[config.mk]
export PLATFORM = sky130hd
export DESIGN_NAME = vga_timing_gen
export DESIGN_NICKNAME = d
export VERILOG_FILES = /design/src/rtl/vga_timing_pkg.sv /design/src/rtl/vga_axis_counter.sv /design/src/rtl/vga_timing_gen.sv
export SDC_FILE = /design/constraint.sdc
export NUM_CORES = 1
export LEC_CHECK = 0
export ABC_AREA = 1
export ABC_CLOCK_PERIOD_IN_PS = 2720
export BUFFER_PORTS_ARGS = -buffer_cell sky130_fd_sc_hd__buf_2
export CAP_MARGIN = 20
export CORE_MARGIN = 4
export CORE_UTILIZATION = 55
export CTS_CLUSTER_DIAMETER = 200
export DETAILED_ROUTE_END_ITERATION = 7
export PLACE_DENSITY = 0.84
export SLEW_MARGIN = 15
export SYNTH_ARGS = -nofsm -noshare
export SYNTH_HDL_FRONTEND = slang
export SYNTH_SLANG_ARGS = --single-unit
[constraint.sdc]
create_clock -name i_clock -period 2.72 [get_ports i_clock]
set_input_delay 0.272 -clock i_clock [delete_from_list [all_inputs] [get_ports i_clock]]
set_output_delay 0.272 -clock i_clock [all_outputs]
set_load 0.05 [all_outputs]
[src/rtl/vga_timing_pkg.sv]
// Shared VGA 640x480@60 timing constants and the per-axis phase encoding.
package vga_timing_pkg;

    localparam int unsigned H_DISPLAY_DEF = 640;
    localparam int unsigned H_FRONT_DEF   = 16;
    localparam int unsigned H_SYNC_DEF    = 96;
    localparam int unsigned H_BACK_DEF    = 48;

    localparam int unsigned V_DISPLAY_DEF = 480;
    localparam int unsigned V_FRONT_DEF   = 10;
    localparam int unsigned V_SYNC_DEF    = 2;
    localparam int unsigned V_BACK_DEF    = 33;

    function automatic int unsigned axis_total(input int unsigned disp, input int unsigned front,
                                               input int unsigned sync, input int unsigned back);
        return disp + front + sync + back;
    endfunction

    localparam int unsigned H_TOTAL = axis_total(H_DISPLAY_DEF, H_FRONT_DEF, H_SYNC_DEF, H_BACK_DEF);
    localparam int unsigned V_TOTAL = axis_total(V_DISPLAY_DEF, V_FRONT_DEF, V_SYNC_DEF, V_BACK_DEF);

    // Sync windows are [START, END): END is the first count after the pulse.
    localparam int unsigned H_SYNC_START = H_DISPLAY_DEF + H_FRONT_DEF;
    localparam int unsigned H_SYNC_END   = H_SYNC_START + H_SYNC_DEF;
    localparam int unsigned V_SYNC_START = V_DISPLAY_DEF + V_FRONT_DEF;
    localparam int unsigned V_SYNC_END   = V_SYNC_START + V_SYNC_DEF;

    typedef enum logic [1:0] {
        ACTIVE,
        FRONT,
        SYNC,
        BACK
    } phase_e;

endpackage

[src/rtl/vga_axis_counter.sv]
// One timing axis: wrapping position counter plus ACTIVE/FRONT/SYNC/BACK phase FSM.
module vga_axis_counter
    import vga_timing_pkg::*;
#(
    parameter int unsigned WIDTH     = 10,
    parameter int unsigned DISP_LEN  = 640,
    parameter int unsigned FRONT_LEN = 16,
    parameter int unsigned SYNC_LEN  = 96,
    parameter int unsigned BACK_LEN  = 48
) (
    input  logic             clk_i,
    input  logic             rst_i,
    input  logic             adv_i,
    output logic [WIDTH-1:0] cnt_o,
    output logic             wrap_o,
    output logic             sync_nxt_o,
    output logic             vis_nxt_o
);

    localparam int unsigned      TOTAL    = axis_total(DISP_LEN, FRONT_LEN, SYNC_LEN, BACK_LEN);
    localparam logic [WIDTH-1:0] LAST     = WIDTH'(TOTAL - 1);
    localparam logic [WIDTH-1:0] FRONT_AT = WIDTH'(DISP_LEN);
    localparam logic [WIDTH-1:0] SYNC_AT  = WIDTH'(DISP_LEN + FRONT_LEN);
    localparam logic [WIDTH-1:0] BACK_AT  = WIDTH'(DISP_LEN + FRONT_LEN + SYNC_LEN);

    logic [WIDTH-1:0] cnt_q, cnt_d;
    phase_e           phase_q, phase_d;

    assign wrap_o = adv_i && (cnt_q == LAST);

    always_comb begin
        cnt_d = cnt_q;
        if (adv_i) begin
            cnt_d = wrap_o ? '0 : cnt_q + WIDTH'(1);
        end
    end

    // Phase moves on the advance that lands the count on the next boundary.
    always_comb begin
        phase_d = phase_q;
        if (adv_i) begin
            case (phase_q)
                ACTIVE:  if (cnt_d == FRONT_AT) phase_d = FRONT;
                FRONT:   if (cnt_d == SYNC_AT)  phase_d = SYNC;
                SYNC:    if (cnt_d == BACK_AT)  phase_d = BACK;
                BACK:    if (cnt_d == '0)       phase_d = ACTIVE;
                default: phase_d = ACTIVE;
            endcase
        end
    end

    always_ff @(posedge clk_i) begin
        if (rst_i) begin
            cnt_q   <= '0;
            phase_q <= ACTIVE;
        end else begin
            cnt_q   <= cnt_d;
            phase_q <= phase_d;
        end
    end

    assign cnt_o      = cnt_q;
    assign sync_nxt_o = (phase_d == SYNC);
    assign vis_nxt_o  = (phase_d == ACTIVE);

endmodule

[src/rtl/vga_timing_gen.sv]
// VGA raster timing generator (pixel divider, H/V axes, registered syncs and strobes).
// Optional 16-bit frame counter output enabled by defining VGA_FRAME_COUNT_EN.
module vga_timing_gen
    import vga_timing_pkg::*;
#(
    parameter int unsigned CLK_DIV   = 4,
    parameter int unsigned H_DISPLAY = H_DISPLAY_DEF,
    parameter int unsigned H_FRONT   = H_FRONT_DEF,
    parameter int unsigned H_SYNC    = H_SYNC_DEF,
    parameter int unsigned H_BACK    = H_BACK_DEF,
    parameter int unsigned V_DISPLAY = V_DISPLAY_DEF,
    parameter int unsigned V_FRONT   = V_FRONT_DEF,
    parameter int unsigned V_SYNC    = V_SYNC_DEF,
    parameter int unsigned V_BACK    = V_BACK_DEF
) (
    input  logic        i_clock,
    input  logic        i_reset,
    output logic        o_hsync,
    output logic        o_vsync,
    output logic        o_display_on,
    output logic [9:0]  o_h_spot,
    output logic [9:0]  o_v_spot,
    output logic        o_pixel_tick,
`ifdef VGA_FRAME_COUNT_EN
    output logic [15:0] o_frame_count,
`endif
    output logic        o_frame_start
);

    localparam int unsigned DIV_W = (CLK_DIV > 1) ? $clog2(CLK_DIV) : 1;

    logic [DIV_W-1:0] div_q, div_d;
    logic             pix_adv;
    logic             h_wrap, v_wrap;
    logic             h_sync_nxt, v_sync_nxt;
    logic             h_vis_nxt, v_vis_nxt;

    assign pix_adv = (div_q == DIV_W'(CLK_DIV - 1));

    always_comb begin
        div_d = pix_adv ? '0 : div_q + DIV_W'(1);
    end

    vga_axis_counter #(
        .WIDTH     (10),
        .DISP_LEN  (H_DISPLAY),
        .FRONT_LEN (H_FRONT),
        .SYNC_LEN  (H_SYNC),
        .BACK_LEN  (H_BACK)
    ) u_h_axis (
        .clk_i      (i_clock),
        .rst_i      (i_reset),
        .adv_i      (pix_adv),
        .cnt_o      (o_h_spot),
        .wrap_o     (h_wrap),
        .sync_nxt_o (h_sync_nxt),
        .vis_nxt_o  (h_vis_nxt)
    );

    vga_axis_counter #(
        .WIDTH     (10),
        .DISP_LEN  (V_DISPLAY),
        .FRONT_LEN (V_FRONT),
        .SYNC_LEN  (V_SYNC),
        .BACK_LEN  (V_BACK)
    ) u_v_axis (
        .clk_i      (i_clock),
        .rst_i      (i_reset),
        .adv_i      (h_wrap),
        .cnt_o      (o_v_spot),
        .wrap_o     (v_wrap),
        .sync_nxt_o (v_sync_nxt),
        .vis_nxt_o  (v_vis_nxt)
    );

    // Outputs load from the axes' next-state decode so they switch with the counters.
    always_ff @(posedge i_clock) begin
        if (i_reset) begin
            div_q         <= '0;
            o_hsync       <= 1'b1;
            o_vsync       <= 1'b1;
            o_display_on  <= 1'b1;
            o_pixel_tick  <= 1'b0;
            o_frame_start <= 1'b0;
        end else begin
            div_q         <= div_d;
            o_hsync       <= ~h_sync_nxt;
            o_vsync       <= ~v_sync_nxt;
            o_display_on  <= h_vis_nxt & v_vis_nxt;
            o_pixel_tick  <= pix_adv;
            o_frame_start <= v_wrap;
        end
    end

`ifdef VGA_FRAME_COUNT_EN
    always_ff @(posedge i_clock) begin
        if (i_reset) begin
            o_frame_count <= '0;
        end else if (v_wrap) begin
            o_frame_count <= o_frame_count + 16'd1;
        end
    end
`endif

endmodule

# Yosys cells after proc, flatten, opt, wreduce, memory -nomap -nowiden
# Cells that the tools add are included.
# word_totals
regBits	31
input_bits	2
out_inout_bits	25
wordCells	58
# classes
add_sub_neg	3
eq_ne	17
muxes	16
bitwise	3
n_reduce_logical	9
# ops
op	n
$eq A10 B10 Y1 const B	5
$mux W10	4
$eq A10 B9 Y1 const B	3
$add A10 B1 Y10 const B	2
$logic_not A10 Y1	2
$mux W2	10
$pmux W2 S4	2
$eq A2 B2 Y1 const B	7
$logic_not A2 Y1	4
$eq A2 B1 Y1 const B	2
$add A2 B1 Y2 const B	1
$logic_and A1 B1 Y1	2
$not A1 Y1	2
$reduce_or A2 Y1	1
$and A1 B1 Y1	1

# Depth between registers and ports, before layout
# logic_depth
depth_word	11
mapped_depth	20
mapped_depth_nobuf	19

# By module
# From an unflattened synthesis, not the netlist that was laid out.
# hier_totals
cells_unflattened	320
area_unflattened_um2	2001.9
# by_module_without_submodules
mod	instances	cells_each	area_each_um2	seq_area_each_um2
vga_axis_counter (u_h_axis)	1	146	900.9	240.2
vga_axis_counter (u_v_axis)	1	153	897.1	240.2
vga_timing_gen	1	21	203.9	140.1

# Worst setup path before layout
# Ideal clock, no wire load.
# synth_timing
path_type	reg2reg
startpoint	reg u_h_axis.cnt_q[0] (netlist: u_h_axis.cnt_o[0])
endpoint	reg o_vsync
setup_ns	0.117
arrival_time_ns	2.312
required_ns	2.603
setup_slack_ns	0.291
stages_incl_launch_ff	17
path_buffers	0
synth_period_minus_slack_ns	2.429
path_cell_list	dfxtp_1 ha_1 inv_1 nor2_8 nand2_2 nor2_8 nand2_2 nand2_1 nand2_1 nor2_2 nand2_2 nor3_2 nand2_1 nand3_1 nand2_1 nor2_1 nand2_1
# synth_between
elab_chain_len	11
word_cells_on_any_way	17
classes_between	eq/ne (5); mux (8); bitwise (1); reduce/logical (3)
# synth_rtl
item	line_no	source
start, declared	vga_axis_counter.sv:26	logic [WIDTH-1:0] cnt_q, cnt_d;
start signal, assigned	vga_axis_counter.sv:57	cnt_q <= cnt_d;
$eq A10 B10 Y1 *	vga_axis_counter.sv:29	assign wrap_o = adv_i && (cnt_q == LAST);
$logic_and A1 B1 Y1 *	vga_axis_counter.sv:29	
$logic_and A1 B1 Y1	vga_axis_counter.sv:29	
$mux W10	vga_axis_counter.sv:34	cnt_d = wrap_o ? '0 : cnt_q + WIDTH'(1);
$mux W10	vga_axis_counter.sv:33	if (adv_i) begin
$eq A10 B9 Y1 (tied with other cells)	vga_axis_counter.sv:45	SYNC: if (cnt_d == BACK_AT) phase_d = BACK;
$mux W2 (on tied branches)	--	
$pmux W2 S4	vga_axis_counter.sv:42	case (phase_q)
$mux W2 *	vga_axis_counter.sv:41	if (adv_i) begin
$eq A2 B2 Y1 *	vga_axis_counter.sv:63	assign sync_nxt_o = (phase_d == SYNC);
$not A1 Y1 *	vga_timing_gen.sv:88	o_vsync <= ~v_sync_nxt;
end signal, assigned	vga_timing_gen.sv:88	
end, declared	vga_timing_gen.sv:19	output logic o_vsync,
# Every way passes the cells marked *; elsewhere a longest branch is shown, timed or not.
# A chain may end at the register's enable or synchronous reset.

# Worst setup path in the final report
# layout_timing
startpoint	reg div_q[0]
endpoint	reg o_vsync
# layout_between
elab_chain_len	11
word_cells_on_any_way	17
classes_between	eq/ne (5); mux (8); bitwise (1); reduce/logical (3)
# layout_rtl
item	line_no	source
start, declared	vga_timing_gen.sv:32	logic [DIV_W-1:0] div_q, div_d;
start signal, assigned	vga_timing_gen.sv:86	div_q <= div_d;
$eq A2 B2 Y1 *	vga_timing_gen.sv:38	assign pix_adv = (div_q == DIV_W'(CLK_DIV - 1));
net pix_adv	vga_timing_gen.sv:33	logic pix_adv;
$logic_and A1 B1 Y1 *	vga_axis_counter.sv:29	
$logic_and A1 B1 Y1	vga_axis_counter.sv:29	
$mux W10	vga_axis_counter.sv:34	
$mux W10	vga_axis_counter.sv:33	
$eq A10 B9 Y1 (tied with other cells)	vga_axis_counter.sv:45	
$mux W2 (on tied branches)	--	
$pmux W2 S4	vga_axis_counter.sv:42	
$mux W2 *	vga_axis_counter.sv:41	
$eq A2 B2 Y1 *	vga_axis_counter.sv:63	
$not A1 Y1 *	vga_timing_gen.sv:88	
# The timed path passes the listed nets; every way through them passes the cells marked *.

==> metrics <==
H-tree levels=2; Hold Path Stages=1; Synth Net Count=353; largest net degree at the start of global routing=30; via count=between 2k and 2.5k; filler cell count=368; area of the multi-input gates=1360 µm²; synthesis-to-layout area growth=12.8%; Synth warnings=0; ant diodes=0; area share of the leading cell type in the synthesized netlist=28.4%; Die Y=71.1 µm; Die ar.=5050 µm²; clock buffer count from CTS=5; post-synthesis sequential area ratio=28.4%; Critical Path Most Common Cell=nand2_1; Max Clk Rate=416 MHz; CP startpoint=div_q[0]; initial antenna violation count=0; Syn Inst Count=347; Slew Limit Fails=0; Routed met3 length=419 µm; Synth cell types=29; syn avg cell area=around 6.3 µm²; Hold Buf Count CTS=0; Max stage delay on crit path=0.35 ns; Worst Skew=0.00800 ns; final wirelength=5350 µm; Setup TNS Final=0 ns; register-to-register setup slack=0.32 ns; Slew @ Worst Pin=0.545 ns; period utilization=88.4%; count leader, synth=nand2_1; Worst Setup Start Kind=register; PD cells=413 nW/µm²; Root Buffer=clkbuf_8; Yosys reg bits=31; EDFF count, synth=0; Mapped Area=2190 µm²; Worst setup EP type=register; Met2 Wirelength=between 2000 and 2500 µm; maximum VDD drop=0.000307 V; first-pass GRT wire length=9180 µm; DRC=0; critical path's slowest cell=dfxtp_1; Crit Reg-Reg Startpoint=div_q[0]; fraction of layout cells with a size suffix above 1=19.6%; total of max-cap violations=0; PortBufs=26; RD Place Congestion=0.926; Ports=27; Rel. slew slack=between 60 and 70%; hold path start=div_q[0]; Setup-failing EPs final=0; biggest area consumer among synthesized cells=dfxtp_1; Req. time, crit path=2.90 ns; routed length per placed instance=12.6 µm; RSZ-0062 raised after global routing=no; CP Max Fanout=19; vias in the first global route=a little under 2k; Worst-Skew Late Latency=between 0.2 and 0.3 ns; Highest Signal Layer=met4; Die Wd=71.1 µm; Async S/R FF share, synth=0%; final core utilization=65.9%; ANT nets after route=0; Primary FF master, synth=dfxtp_1; post-DP HPWL=between 3000 and 4000 µm; commonest cells in the synthesized netlist=94 x nand2_1, 67 x nor2_1, 42 x inv_1; Tot GR Track Use=between 20% and 30%; # nets final=382; final hold viol count=0; leakage=around 1.2 nW; Reg clk slew, reported paths=0.07 ns; Worst EP arrival=2.58 ns; initial core utilization=58.4%; storage element area=621 µm²; core area=between 3000 and 4000 µm²; worst-case clock buffer depth=2; Reg2Reg Depth=14; clock sinks=31; DRT met1 WL=around 2500 µm; row cnt=22; largest cells by area after synthesis=dfxtp_1 28%, nand2_1 16%, nor2_1 11%; CP Cell Sequence=ha_2 -> nand2_1 -> nor2_2 -> nand3_4 -> o21bai_1 -> nand2_1 -> nor2_1 -> nand2_2 -> nor3_2 -> nand2_1 -> nand3_1 -> nand2_1 -> nor2_1 -> nand2_1; DRT Pass-1 Iters=5; status=completed; hold slack=0.447 ns; Remaining Overflow, GRT=0; Avg Vias per Cell=5.26; Initial DRC Count=353; fin crit period=2.40 ns; Setup CP Type=register to register; worst hold path type=register to register; CTS tree=built
## per-layer routing
metal | vias to the layer above | global-route usage (%)
met5 | - | 0
met3 | 5 | 5.11
met1 | 991 | 31.8
met2 | 89 | 34.1
met4 | 0 | 6.26
li1 | 1149 | -
## layout by cell type, fill, tap and decap left out
cell,Yosys,layout
a21oi_2,3,3
nand2_2,7,7
buf_2,1,26
xor2_1,2,2
nor2_2,7,7
bufinv_16,0,1
clkbuf_8,0,6
nand2_4,4,4
nor3_1,2,2
nor2_1,67,67
a21oi_1,5,5
nand3_4,1,1
nand3_1,38,38
ha_1,4,3
nor3_2,1,1
inv_1,42,42
nor2_8,2,2
o21bai_1,5,5
nor3_4,1,1
dfxtp_1,31,31
nand4_1,8,8
clkinv_2,0,1
o21ai_0,4,4
inv_2,2,2
nor3b_1,1,1
buf_4,0,2
nand2b_2,1,1
nand3_2,5,5
nand3b_1,1,1
nor2_4,3,3
nand2_1,94,94
ha_2,0,1
## registers in the layout, summed over array words and instances, names as in the netlist
name / count
u_v_axis.cnt_o: 10
o_hsync: 1
o_frame_start: 1
div_q: 2
o_display_on: 1
u_h_axis.phase_q: 2
o_vsync: 1
u_v_axis.phase_q: 2
u_h_axis.cnt_o: 10
o_pixel_tick: 1
## worst paths after layout
path	endpoint
max reg2reg	o_vsync
max	o_vsync
min	div_q[0]
min reg2reg	div_q[0]
## power breakdown
part | switching (mW) | internal, mW
combinational | 0.0471 | 0.0205
sequential | 0.00464 | 0.462
clock | 0.187 | 0.296
total | 0.239 | 0.779
## layout make-up
cell class	instances	share of cell area [%]
well taps	48	2.44
multi-input cells	266	55.0
clock buffers	6	3.35
clock inverters	2	1.42
repair buffers	28	5.89
inverters	44	6.70
flip-flops and latches	31	25.2
## worst max-delay path: cells and delay by family, from the launching register on
family | cells | cell delay, ns
flops | 1 | 0.35
simple gates | 12 | 1.41
fa+ha+maj | 1 | 0.32
compound gates | 1 | 0.21
## cell families (layout without fill, tap and decap cells)
family	Yosys count	count (layout)	share of synthesized area, %
xor gates and xnor gates	2	2	0.801
AOI/OAI and AO/OA	17	17	4.98
buffers and inverters	50	80	9.67
DFF	31	31	28.4
adders and majority gates	4	4	2.29
and+or+nand+nor	243	243	53.9
## through the flow
stage / power, mW / instance area [µm²] / std cells / setup WS, ns
3_3_place_gp: 0.542 / 2350 / 417 / 0.359
5_1_grt: 1.05 / 2470 / 425 / 0.0278
3_5_place_dp: 0.543 / 2350 / 417 / 0.248
6_report: 1.02 / 2470 / 425 / 0.316
4_1_cts: 1.02 / 2460 / 425 / 0.250
2_1_floorplan: 0.531 / 2190 / 347 / 0.291
## what timing repair did
action                     CTS  global route
gates resized for setup      0             1
setup buffers                0             0
setup endpoints to repair    0             3
Note: power is estimated with default switching activity, not from simulation.
